File: src/rtl/cellram_wbuf.sv
// cellram_wbuf: posted-write FIFO and Wishbone bridge placed in front of the CellRAM controller.
// Define CELLRAM_WBUF_FWD_EN to let reads be answered from full-word entries still in the FIFO.
module cellram_wbuf #(
    parameter int DEPTH_LOG2 = 2,
    parameter int ADR_WIDTH  = 32
) (
    input  logic                 wb_clk_i,
    input  logic                 wb_rst_i,
    input  logic [ADR_WIDTH-1:0] s_wb_adr_i,
    input  logic [31:0]          s_wb_dat_i,
    input  logic [3:0]           s_wb_sel_i,
    input  logic                 s_wb_we_i,
    input  logic                 s_wb_stb_i,
    input  logic                 s_wb_cyc_i,
    output logic [31:0]          s_wb_dat_o,
    output logic                 s_wb_ack_o,
    output logic [ADR_WIDTH-1:0] m_wb_adr_o,
    output logic [31:0]          m_wb_dat_o,
    output logic [3:0]           m_wb_sel_o,
    output logic                 m_wb_we_o,
    output logic                 m_wb_stb_o,
    output logic                 m_wb_cyc_o,
    input  logic [31:0]          m_wb_dat_i,
    input  logic                 m_wb_ack_i,
    output logic                 wbuf_empty_o
);

    localparam int DEPTH = 1 << DEPTH_LOG2;
    localparam logic [DEPTH_LOG2:0] FULL_COUNT = (DEPTH_LOG2 + 1)'(DEPTH);

    typedef enum logic [1:0] {IDLE, WR, RD, GAP} state_t;

    state_t                 state_q;
    logic [ADR_WIDTH-1:0]   fifoAdr_q [DEPTH];
    logic [31:0]            fifoDat_q [DEPTH];
    logic [3:0]             fifoSel_q [DEPTH];
    logic [DEPTH_LOG2-1:0]  wrPtr_q, wrPtr_d;
    logic [DEPTH_LOG2-1:0]  rdPtr_q, rdPtr_d;
    logic [DEPTH_LOG2:0]    count_q, count_d;

    logic                   sAck_q;
    logic [31:0]            sDat_q;
    logic [ADR_WIDTH-1:0]   mAdr_q;
    logic [31:0]            mDat_q;
    logic [3:0]             mSel_q;
    logic                   mWe_q, mStb_q, mCyc_q;
    logic                   empty_q;

    logic req, wrReq, rdReq, full, push, pop, rdDone, rdIssue, fwdHit, nextIdle;

    // The ack register blocks a second request in the cycle the previous one is being acked.
    assign req     = s_wb_stb_i & s_wb_cyc_i & ~sAck_q;
    assign wrReq   = req & s_wb_we_i;
    assign rdReq   = req & ~s_wb_we_i;
    assign full    = (count_q == FULL_COUNT);
    assign pop     = (state_q == WR) & m_wb_ack_i;
    assign push    = wrReq & (~full | pop);
    assign rdDone  = (state_q == RD) & m_wb_ack_i;
    assign rdIssue = (state_q == IDLE) & (count_q == '0) & rdReq & ~fwdHit;
    assign nextIdle = ((state_q == IDLE) & (count_q == '0) & ~rdIssue) | (state_q == GAP);

    always_comb begin
        wrPtr_d = wrPtr_q;
        rdPtr_d = rdPtr_q;
        count_d = count_q;
        if (push) begin
            wrPtr_d = wrPtr_q + 1'b1;
        end
        if (pop) begin
            rdPtr_d = rdPtr_q + 1'b1;
        end
        if (push && !pop) begin
            count_d = count_q + 1'b1;
        end else if (pop && !push) begin
            count_d = count_q - 1'b1;
        end
    end

`ifdef CELLRAM_WBUF_FWD_EN
    logic                  fullMatch, partMatch;
    logic [31:0]           fwdDat;
    logic [DEPTH_LOG2-1:0] idx;

    // Walk from oldest to youngest so the last full-word hit wins; any partial hit vetoes forwarding.
    always_comb begin
        fullMatch = 1'b0;
        partMatch = 1'b0;
        fwdDat    = '0;
        idx       = '0;
        for (int i = 0; i < DEPTH; i++) begin
            idx = rdPtr_q + DEPTH_LOG2'(i);
            if (((DEPTH_LOG2 + 1)'(i) < count_q) &&
                (fifoAdr_q[idx][ADR_WIDTH-1:2] == s_wb_adr_i[ADR_WIDTH-1:2])) begin
                if (fifoSel_q[idx] == 4'b1111) begin
                    fullMatch = 1'b1;
                    fwdDat    = fifoDat_q[idx];
                end else begin
                    partMatch = 1'b1;
                end
            end
        end
    end

    assign fwdHit = rdReq & fullMatch & ~partMatch;
`else
    assign fwdHit = 1'b0;
`endif

    always_ff @(posedge wb_clk_i) begin
        if (push) begin
            fifoAdr_q[wrPtr_q] <= s_wb_adr_i;
            fifoDat_q[wrPtr_q] <= s_wb_dat_i;
            fifoSel_q[wrPtr_q] <= s_wb_sel_i;
        end
    end

    // Master FSM plus every registered output; GAP keeps stb low for one cycle between accesses.
    always_ff @(posedge wb_clk_i) begin
        if (wb_rst_i) begin
            state_q <= IDLE;
            wrPtr_q <= '0;
            rdPtr_q <= '0;
            count_q <= '0;
            sAck_q  <= 1'b0;
            sDat_q  <= '0;
            mAdr_q  <= '0;
            mDat_q  <= '0;
            mSel_q  <= '0;
            mWe_q   <= 1'b0;
            mStb_q  <= 1'b0;
            mCyc_q  <= 1'b0;
            empty_q <= 1'b1;
        end else begin
            wrPtr_q <= wrPtr_d;
            rdPtr_q <= rdPtr_d;
            count_q <= count_d;
            sAck_q  <= push | rdDone | fwdHit;
            empty_q <= (count_d == '0) & nextIdle;
            if (rdDone) begin
                sDat_q <= m_wb_dat_i;
            end
`ifdef CELLRAM_WBUF_FWD_EN
            else if (fwdHit) begin
                sDat_q <= fwdDat;
            end
`endif
            case (state_q)
                IDLE: begin
                    if (count_q != '0) begin
                        mAdr_q  <= fifoAdr_q[rdPtr_q];
                        mDat_q  <= fifoDat_q[rdPtr_q];
                        mSel_q  <= fifoSel_q[rdPtr_q];
                        mWe_q   <= 1'b1;
                        mStb_q  <= 1'b1;
                        mCyc_q  <= 1'b1;
                        state_q <= WR;
                    end else if (rdIssue) begin
                        mAdr_q  <= s_wb_adr_i;
                        mSel_q  <= s_wb_sel_i;
                        mWe_q   <= 1'b0;
                        mStb_q  <= 1'b1;
                        mCyc_q  <= 1'b1;
                        state_q <= RD;
                    end
                end
                WR: begin
                    if (m_wb_ack_i) begin
                        mWe_q   <= 1'b0;
                        mStb_q  <= 1'b0;
                        mCyc_q  <= 1'b0;
                        state_q <= GAP;
                    end
                end
                RD: begin
                    if (m_wb_ack_i) begin
                        mStb_q  <= 1'b0;
                        mCyc_q  <= 1'b0;
                        state_q <= GAP;
                    end
                end
                GAP: begin
                    state_q <= IDLE;
                end
                default: begin
                    state_q <= IDLE;
                end
            endcase
        end
    end

    assign s_wb_ack_o   = sAck_q;
    assign s_wb_dat_o   = sDat_q;
    assign m_wb_adr_o   = mAdr_q;
    assign m_wb_dat_o   = mDat_q;
    assign m_wb_sel_o   = mSel_q;
    assign m_wb_we_o    = mWe_q;
    assign m_wb_stb_o   = mStb_q;
    assign m_wb_cyc_o   = mCyc_q;
    assign wbuf_empty_o = empty_q;

endmodule

File: config.mk
export PLATFORM = sky130hd
export DESIGN_NAME = cellram_wbuf
export DESIGN_NICKNAME = d
export VERILOG_FILES = /design/src/rtl/cellram_wbuf.sv
export SDC_FILE = /design/constraint.sdc
export NUM_CORES = 1
export LEC_CHECK = 0
export BUFFER_PORTS_ARGS = -buffer_cell sky130_fd_sc_hd__buf_2
export CELL_PAD_IN_SITES_DETAIL_PLACEMENT = 0
export CELL_PAD_IN_SITES_GLOBAL_PLACEMENT = 2
export CORE_UTILIZATION = 44
export CTS_BUF_LIST = sky130_fd_sc_hd__clkbuf_4 sky130_fd_sc_hd__clkbuf_8 sky130_fd_sc_hd__clkbuf_16
export DETAILED_ROUTE_END_ITERATION = 6
export PLACE_DENSITY = 0.94
export SLEW_MARGIN = 20
export SYNTH_ARGS = -nofsm -noshare
export SYNTH_HDL_FRONTEND = slang
export SYNTH_SLANG_ARGS = --single-unit
File: constraint.sdc
create_clock -name wb_clk_i -period 6.75 [get_ports wb_clk_i]
set_clock_uncertainty 0.2 [all_clocks]
set_input_delay 1.35 -clock wb_clk_i [delete_from_list [all_inputs] [get_ports wb_clk_i]]
set_output_delay 1.35 -clock wb_clk_i [all_outputs]
set_load 0.03 [all_outputs]
==> results.tsv, run 1 <==
stage	metric	value	unit
run_status	status	finished clean	
clock_network	CTS tree	done	
timing	Slew Limit Headroom	29.53	%
synth	Post-synth top cells	sky130_fd_sc_hd__edfxtp_1, sky130_fd_sc_hd__nand2_1, sky130_fd_sc_hd__dfxtp_1, sky130_fd_sc_hd__a21oi_1, sky130_fd_sc_hd__mux4_2	
worst_setup_path	critical path launch point type	input port	
grt	antenna violations before repair	6	
job	max-cap check violation count	0	
clock_network	number of H-tree branching levels	2	
worst_setup_path	reg-to-reg startpoint	state_q[1]$_SDFFE_PP0P_	
worst_setup_path	slowest cell on the critical path	sky130_fd_sc_hd__and2_4	
power	Max rail drop VDD	207.1	uV
synth	most frequent cell after synthesis	sky130_fd_sc_hd__edfxtp_1	
timing	Min Clock Period, post-route	3137	ps
synth	Cells after Synth	942	
worst_setup_path	Worst R2R End	fifoAdr_q[1][9]$_DFFE_PP_	
grt	vias in the first global route	8188	
timing	final count of pins violating max slew	0	
synth	register bit total from synthesis	387	
placed_design	input/output buffers	210	
min_path	Min-Delay Startpoint	s_wb_dat_o[7]$_SDFFE_PP0P_	
worst_setup_path	worst setup path category	input port to flop	
synth	part of the Yosys area used for sequential elements	72.12	%
timing	actual transition at the worst max-transition pin	1057	ps
placed_design	post-detailed-placement cell area	0.01587	mm^2
min_path	number of stages on the worst hold path	2	
clock_network	total clock buffers created by CTS	39	
grt	total congestion overflow after global routing	0	
layout	utilization after layout	52.97	%
worst_setup_path	critical-path maximum fanout	68	
die	area of the placeable core	0.03254	mm^2
clock_network	clock insertion delay at the later pin of the skew report	530	ps
clock_network	Post-CTS Repair Setup Buffers	0	
synth	Post-synth EDFFs	272	
synth	area share of the leading cell type in the synthesized netlist	56.26	%
synth	Yosys warning total	0	
route	total wire length	29470	um
die	io pins	211	
clock_network	number of gates given a new drive strength after cts	0	
route	total number of vias	8337	
route	DRT Pass-1 Iters	4	
die	Die Height	183.6	um
route	Via-to-Cell Ratio	5.162	
clock_network	clock tree buffer depth	3	
worst_setup_path	worst path required time	6680	ps
worst_setup_path	type of element capturing the critical path	flop	
worst_setup_path	depth of the worst register-to-register path	5	
synth	number of nets produced by synthesis	1061	
synth	Syn Std Cell Area	0.01452	mm^2
timing	setup repair after global routing missed its margin	false	
power	power per cell area	388.5	mW/mm^2
power	Leak Pwr	6.140	nW
layout	Net count, final	1259	
min_path	Min-Delay Endpoint	s_wb_dat_o[7]$_SDFFE_PP0P_	
grt	All-Layer GR Usage	17.65	%
worst_setup_path	CP Data Arrival Time	3070	ps
die	Die Wd	183.6	um
route	count of unresolved DRC violations after routing	0	
timing	final hold vios	0	
layout	fill cell count	2725	
synth	cell taking the most area after synthesis	sky130_fd_sc_hd__edfxtp_1	
die	initial core utilization	44.62	%
placed_design	total half-perimeter wirelength after legalization and detailed placement	17550	um
worst_setup_path	ordered cell list for the critical path	buf_2, nand4b_4, a31oi_2, and2_4	
timing	fraction of the cycle the final worst path needs	46.47	%
grt	global-route wire length before repair	45590	um
synth	post-synthesis area per instance	15.41	um^2
min_path	class of the tightest hold or removal check	flop to flop	
worst_setup_path	reg-to-reg slack, setup	3910	ps
route	antenna violation net count after detailed routing	0	
clock_network	clock slew at reported path FFs	60	ps
timing	endpoints failing setup	0	
clock_network	clock root buffer master	sky130_fd_sc_hd__clkbuf_16	
layout	growth of design area from synthesis to finish	18.72	%
route	violation count after the first detailed-route iteration	475	
synth	share of async-settable or async-resettable flops after synthesis	0	%
synth	leading post-synthesis cells by cell area	sky130_fd_sc_hd__edfxtp_1, sky130_fd_sc_hd__dfxtp_1, sky130_fd_sc_hd__mux4_2, sky130_fd_sc_hd__nand2_1, sky130_fd_sc_hd__a21oi_1	
timing	maximum operating frequency	0.3188	GHz
clock_network	hold-fix buffers at CTS	0	
synth	number of distinct library cells after synthesis	37	
synth	leading register cell type out of synthesis	sky130_fd_sc_hd__edfxtp_1	
layout	final std cell area, no fill	0.01724	mm^2
die	standard-cell rows	66	
placed_design	GP Congestion	0.7541	
timing	aggregate negative setup slack	0	ps
worst_setup_path	delay of the slowest cell on the worst path	870	ps
clock_network	number of sinks on the clock net	387	
die	overall die area	0.03373	mm^2
layout	fraction of final layout cells sized beyond drive strength 1	31.20	%
placed_design	Placed Cells	1540	
grt	maximum number of pins on one net before global-route repair	73	
layout	Final Instance Count excl. Fillers	1615	
route	Routed wire per std cell	18.25	um
==> logic make-up after synthesis <==
kind of cell | count (synthesis) | share of synthesized area, %
multiplexers | 73 | 10.90
flip-flops | 387 | 72.12
AO/OA/AOI/OAI | 121 | 5.550
adder cells (fa/ha/maj) | 13 | 1.120
XOR/XNOR | 4 | 0.2414
buffers and inverters | 70 | 2.508
AND/OR/NAND/NOR | 274 | 7.558
==> sequential cells by signal, indices dropped and copies added (netlist names), named ones only <==
register,flops
fifoAdr_q,128
fifoDat_q,128
m_wb_adr_o,32
m_wb_dat_o,32
s_wb_dat_o,32
fifoSel_q,16
m_wb_sel_o,4
count_q,3
rdPtr_q,2
state_q,2
wrPtr_q,2
m_wb_cyc_o,1
m_wb_we_o,1
s_wb_ack_o,1
wbuf_empty_o,1
==> worst max-delay path by stage <==
stage,from,endpoint,depth (start not counted)
detailed placement,s_wb_stb_i,fifoAdr_q[2][18]$_DFFE_PP_,4
finish,s_wb_stb_i,fifoAdr_q[1][9]$_DFFE_PP_,4
global route,s_wb_we_i,fifoAdr_q[3][3]$_DFFE_PP_,4
floorplan,s_wb_stb_i,fifoAdr_q[0][0]$_DFFE_PP_,3
CTS,s_wb_stb_i,fifoSel_q[2][2]$_DFFE_PP_,4
global placement,s_wb_stb_i,fifoAdr_q[3][18]$_DFFE_PP_,4
==> worst max-delay path: cells and delay by family <==
family                 cells  cell delay (ps)
AO/OA/AOI/OAI              1              440
AND/OR/NAND/NOR            2             1070
buffers and inverters      1              110
==> final cells by class <==
cell class	count	area, um^2	area share, %
clock inverter	21	193.9	1.125
tap	442	553.0	3.209
clock buffer	50	1131	6.563
antenna	3	7.507	0.04356
inverter	9	33.78	0.1960
sequential	387	10470	60.77
multi-input combinational	485	3709	21.52
timing repair buffer	218	1134	6.577
==> power breakdown <==
| part | internal, mW | switching, mW | total [mW] |
|---|---|---|---|
| Combinational | 0.504 | 1.11 | 1.61 |
| Clock | 1.30 | 0.870 | 2.17 |
| Sequential | 2.78 | 0.133 | 2.91 |
==> metal layers <==
metal	vias up	GRT usage [%]	routed length, um
li1	3909	-	-
met2	216	30.38	14730
met3	47	3.566	1676
met1	4159	22.58	12480
met5	-	0	35
met4	6	5.167	552
==> layout by cell type, fill, tap and decap left out, drive strengths merged, types with 2 or more instances in the layout <==
cell    instances
o41ai           2
and2            9
diode           3
buf           218
a21oi          69
nand2         204
inv             9
nor2           52
a211oi          4
dfxtp         115
a311oi         38
ha             13
a21boi          3
mux2i           4
xnor2           3
clkbuf         50
a31oi           2
and3            2
clkinv         17
edfxtp        272
bufinv          3
mux4           68
==> through the flow <==
step / hold WS (ps) / setup slack (ps) / power, mW
after floorplan: 313.6 / 2631 / 4.152
after global placement: 237.9 / 3114 / 4.571
after detailed placement: 243.8 / 3044 / 4.596
after CTS: 252.2 / 3588 / 6.766
after global routing: 262.5 / 3447 / 7.019
final: 249.8 / 3613 / 6.697
Power figures use the tool's default switching activity.
==> run 2: changes to the inputs <==
- CORE_UTILIZATION: 44 -> 40
- PLACE_DENSITY: 0.94 -> 0.87
- clock period: 6.75 -> 2.9 ns (I/O delays scaled with it)
==> run 2 against run 1 <==
  * The flow now finishes with violations (design-rule violations)
  * Core utilization fell by 3.9 points
  * Highest routed layer unchanged
  * Clock power rose by 130%
  * Worst setup slack got worse by 3000 ps
  * Via count rose by 0.40%
  * Global-route usage shrank 1.1 points
  * Largest power group unchanged
  * Critical path depth is 2 higher
  * Final area increased by 1.6%
  * Die area increased by 9.9%
  * Largest cell class unchanged
  * First-iteration DRC count up 14%
  * Critical path type is now flop to flop
==> results.tsv, run 2 (synthesis results as in run 1) <==
stage	metric	value	unit	change
run_status	status	complete, but fails checks		
run_status	failing checks	design-rule violations		
clock_network	total clock buffers created by CTS	39		unchanged
layout	Net count, final	1276		+1.4%
timing	minimum setup slack in the final design	572.8	ps	-3040 ps
timing	setup repair after global routing missed its margin	false		
worst_setup_path	slowest cell on the critical path	sky130_fd_sc_hd__a31oi_2		
job	max-cap check violation count	0		unchanged
placed_design	total half-perimeter wirelength after legalization and detailed placement	19550	um	+11%
power	Leak Pwr	6.261	nW	+2.0%
die	initial core utilization	40.72	%	-3.9 points
grt	antenna violations before repair	3		-3
timing	fraction of the cycle the final worst path needs	80.25	%	
power	Max rail drop VDD	381.8	uV	+84%
clock_network	hold-fix buffers at CTS	0		unchanged
timing	Min Clock Period, post-route	2327	ps	
clock_network	number of gates given a new drive strength after cts	0		unchanged
layout	fill cell count	3023		+11%
die	Die Wd	192.5	um	+4.8%
worst_setup_path	ordered cell list for the critical path	inv_1, ha_1, nand2_1, a31oi_2, and2_4, buf_12		
timing	final count of pins violating max slew	0		unchanged
clock_network	clock root buffer master	sky130_fd_sc_hd__clkbuf_16		
layout	commonest cells after routing, fill and taps aside	sky130_fd_sc_hd__edfxtp_1, sky130_fd_sc_hd__buf_2, sky130_fd_sc_hd__nand2_1		
worst_setup_path	depth of the worst register-to-register path	6		+1
clock_network	clock tree buffer depth	3		unchanged
worst_setup_path	critical-path maximum fanout	41		-40%
layout	area taken by flip-flops and latches	0.01048	mm^2	about the same
layout	growth of design area from synthesis to finish	20.58	%	
route	Routed wire per std cell	18.83	um	+3.2%
worst_setup_path	reg-to-reg startpoint	state_q[1]$_SDFFE_PP0P_		
die	io pins	211		unchanged
grt	All-Layer GR Usage	16.58	%	-1.1 points
layout	most common cell after layout, fill and taps aside	sky130_fd_sc_hd__edfxtp_1		
layout	fraction of final layout cells sized beyond drive strength 1	32.60	%	+1.4 points
power	power per cell area	897.8	mW/mm^2	+130%
worst_setup_path	worst setup path category	flop to flop		
timing	Slew Limit Headroom	61.88	%	+32 points
route	total number of vias	8370		+0.40%
worst_setup_path	CP Data Arrival Time	2320	ps	-750 ps
worst_setup_path	worst path required time	2890	ps	-3790 ps
timing	final hold vios	0		unchanged
worst_setup_path	Largest delay share family, worst path	compound AO/OA/AOI/OAI gates		
route	Via-to-Cell Ratio	5.076		-1.7%
route	antenna violation net count after detailed routing	0		unchanged
worst_setup_path	critical path launch point type	flop		
grt	maximum number of pins on one net before global-route repair	73		unchanged
layout	final std cell area, no fill	0.01751	mm^2	+1.6%
worst_setup_path	worst setup path end	fifoDat_q[2][10]$_DFFE_PP_		
route	violation count after the first detailed-route iteration	542		+14%
clock_network	number of sinks on the clock net	387		unchanged
worst_setup_path	delay of the slowest cell on the worst path	420	ps	-450 ps
timing	maximum operating frequency	0.4297	GHz	
grt	total congestion overflow after global routing	0		unchanged
timing	aggregate negative setup slack	0	ps	unchanged
worst_setup_path	Worst R2R End	fifoDat_q[2][10]$_DFFE_PP_		
clock_network	CTS tree	done		
layout	area of the multi-input gates	0.003704	mm^2	-0.14%
layout	largest registers in the final layout	fifoAdr_q: 128 flops, fifoDat_q: 128 flops		
die	overall die area	0.03706	mm^2	+9.9%
timing	actual transition at the worst max-transition pin	571.8	ps	-485.2 ps
clock_network	Post-CTS Repair Setup Buffers	0		unchanged
die	standard-cell rows	69		+4.5%
clock_network	clock slew at reported path FFs	60	ps	about the same
placed_design	worst setup timing slack at the placement stage	498.5	ps	-2546 ps
clock_network	clock insertion delay at the later pin of the skew report	520	ps	about the same
route	total wire length	31050	um	+5.4%
die	area of the placeable core	0.03566	mm^2	+9.6%
route	count of unresolved DRC violations after routing	38		+38
timing	endpoints failing setup	0		unchanged
clock_network	number of H-tree branching levels	2		unchanged
placed_design	GP Congestion	0.7181		-4.8%
worst_setup_path	launching element of the worst setup path	state_q[1]$_SDFFE_PP0P_		
worst_setup_path	type of element capturing the critical path	flop		
worst_setup_path	Stages on worst setup path	6		+2
placed_design	post-detailed-placement cell area	0.01618	mm^2	+1.9%
worst_setup_path	reg-to-reg slack, setup	570	ps	-3340 ps
grt	global-route wire length before repair	46650	um	+2.3%
placed_design	input/output buffers	210		unchanged
min_path	class of the tightest hold or removal check	input port to flop		
route	DRT Pass-1 Iters	6		+2
die	Die Height	192.5	um	+4.8%
grt	vias in the first global route	8276		+1.1%
worst_setup_path	total buffers and inverters traversed by the critical path	2		+1
==> run 2: cell count changes in the layout (fill, tap and decap cells not counted), sizes merged <==
| cell | previous run | this run |
|---|---|---|
| buf | 218 | 235 |
| bufinv | 3 | 4 |
| clkbuf | 50 | 48 |
| clkinv | 17 | 15 |
| clkinvlp | 1 | 2 |
| diode | 3 | 1 |
| inv | 9 | 11 |
==> run 2: final cells by class <==
type,count,share of cell area (%)
Sequential cell,387,59.84
Multi-Input combinational cell,485,21.16
Timing Repair Buffer,235,7.948
Clock buffer,48,6.104
Tap cell,461,3.295
Clock inverter,23,1.451
Inverter,9,0.1930
Antenna cell,1,0.01429
==> run 2: worst min path at each step <==
stage,to,start,depth (start not counted)
after floorplan,wrPtr_q[1]$_SDFFE_PP0P_,wrPtr_q[1]$_SDFFE_PP0P_,2
after global routing,fifoDat_q[3][3]$_DFFE_PP_,s_wb_dat_i[3],1
after detailed placement,s_wb_dat_o[28]$_SDFFE_PP0P_,s_wb_dat_o[28]$_SDFFE_PP0P_,2
after global placement,s_wb_dat_o[10]$_SDFFE_PP0P_,s_wb_dat_o[10]$_SDFFE_PP0P_,2
after CTS,fifoDat_q[3][3]$_DFFE_PP_,s_wb_dat_i[3],1
final,fifoDat_q[2][26]$_DFFE_PP_,s_wb_dat_i[26],1
==> run 2: stage by stage <==
step	util (%)	std cells	hold WS, ps	power [mW]
2_1_floorplan	-	942	313.6	9.661
3_3_place_gp	45.38	1577	238.8	10.76
3_5_place_dp	45.38	1577	244.0	10.81
4_1_cts	49.09	1648	47.75	15.90
5_1_grt	49.10	1649	58.58	16.50
6_report	49.10	1649	69.39	15.72
==> run 2: metal layers <==
metal,part of all wire [%],routed length (um),GRT usage [%],vias to the layer above
li1,-,-,-,3952
met1,44,13560,22.04,4157
met3,5.4,1684,2.855,48
met4,2.0,608,4.724,4
met2,49,15180,27.92,209
met5,0.071,22,0,-
==> run 2: report_power, final <==
group	switching, mW	internal (mW)
clock network	2.07	3.01
registers	0.304	6.47
logic	2.63	1.24
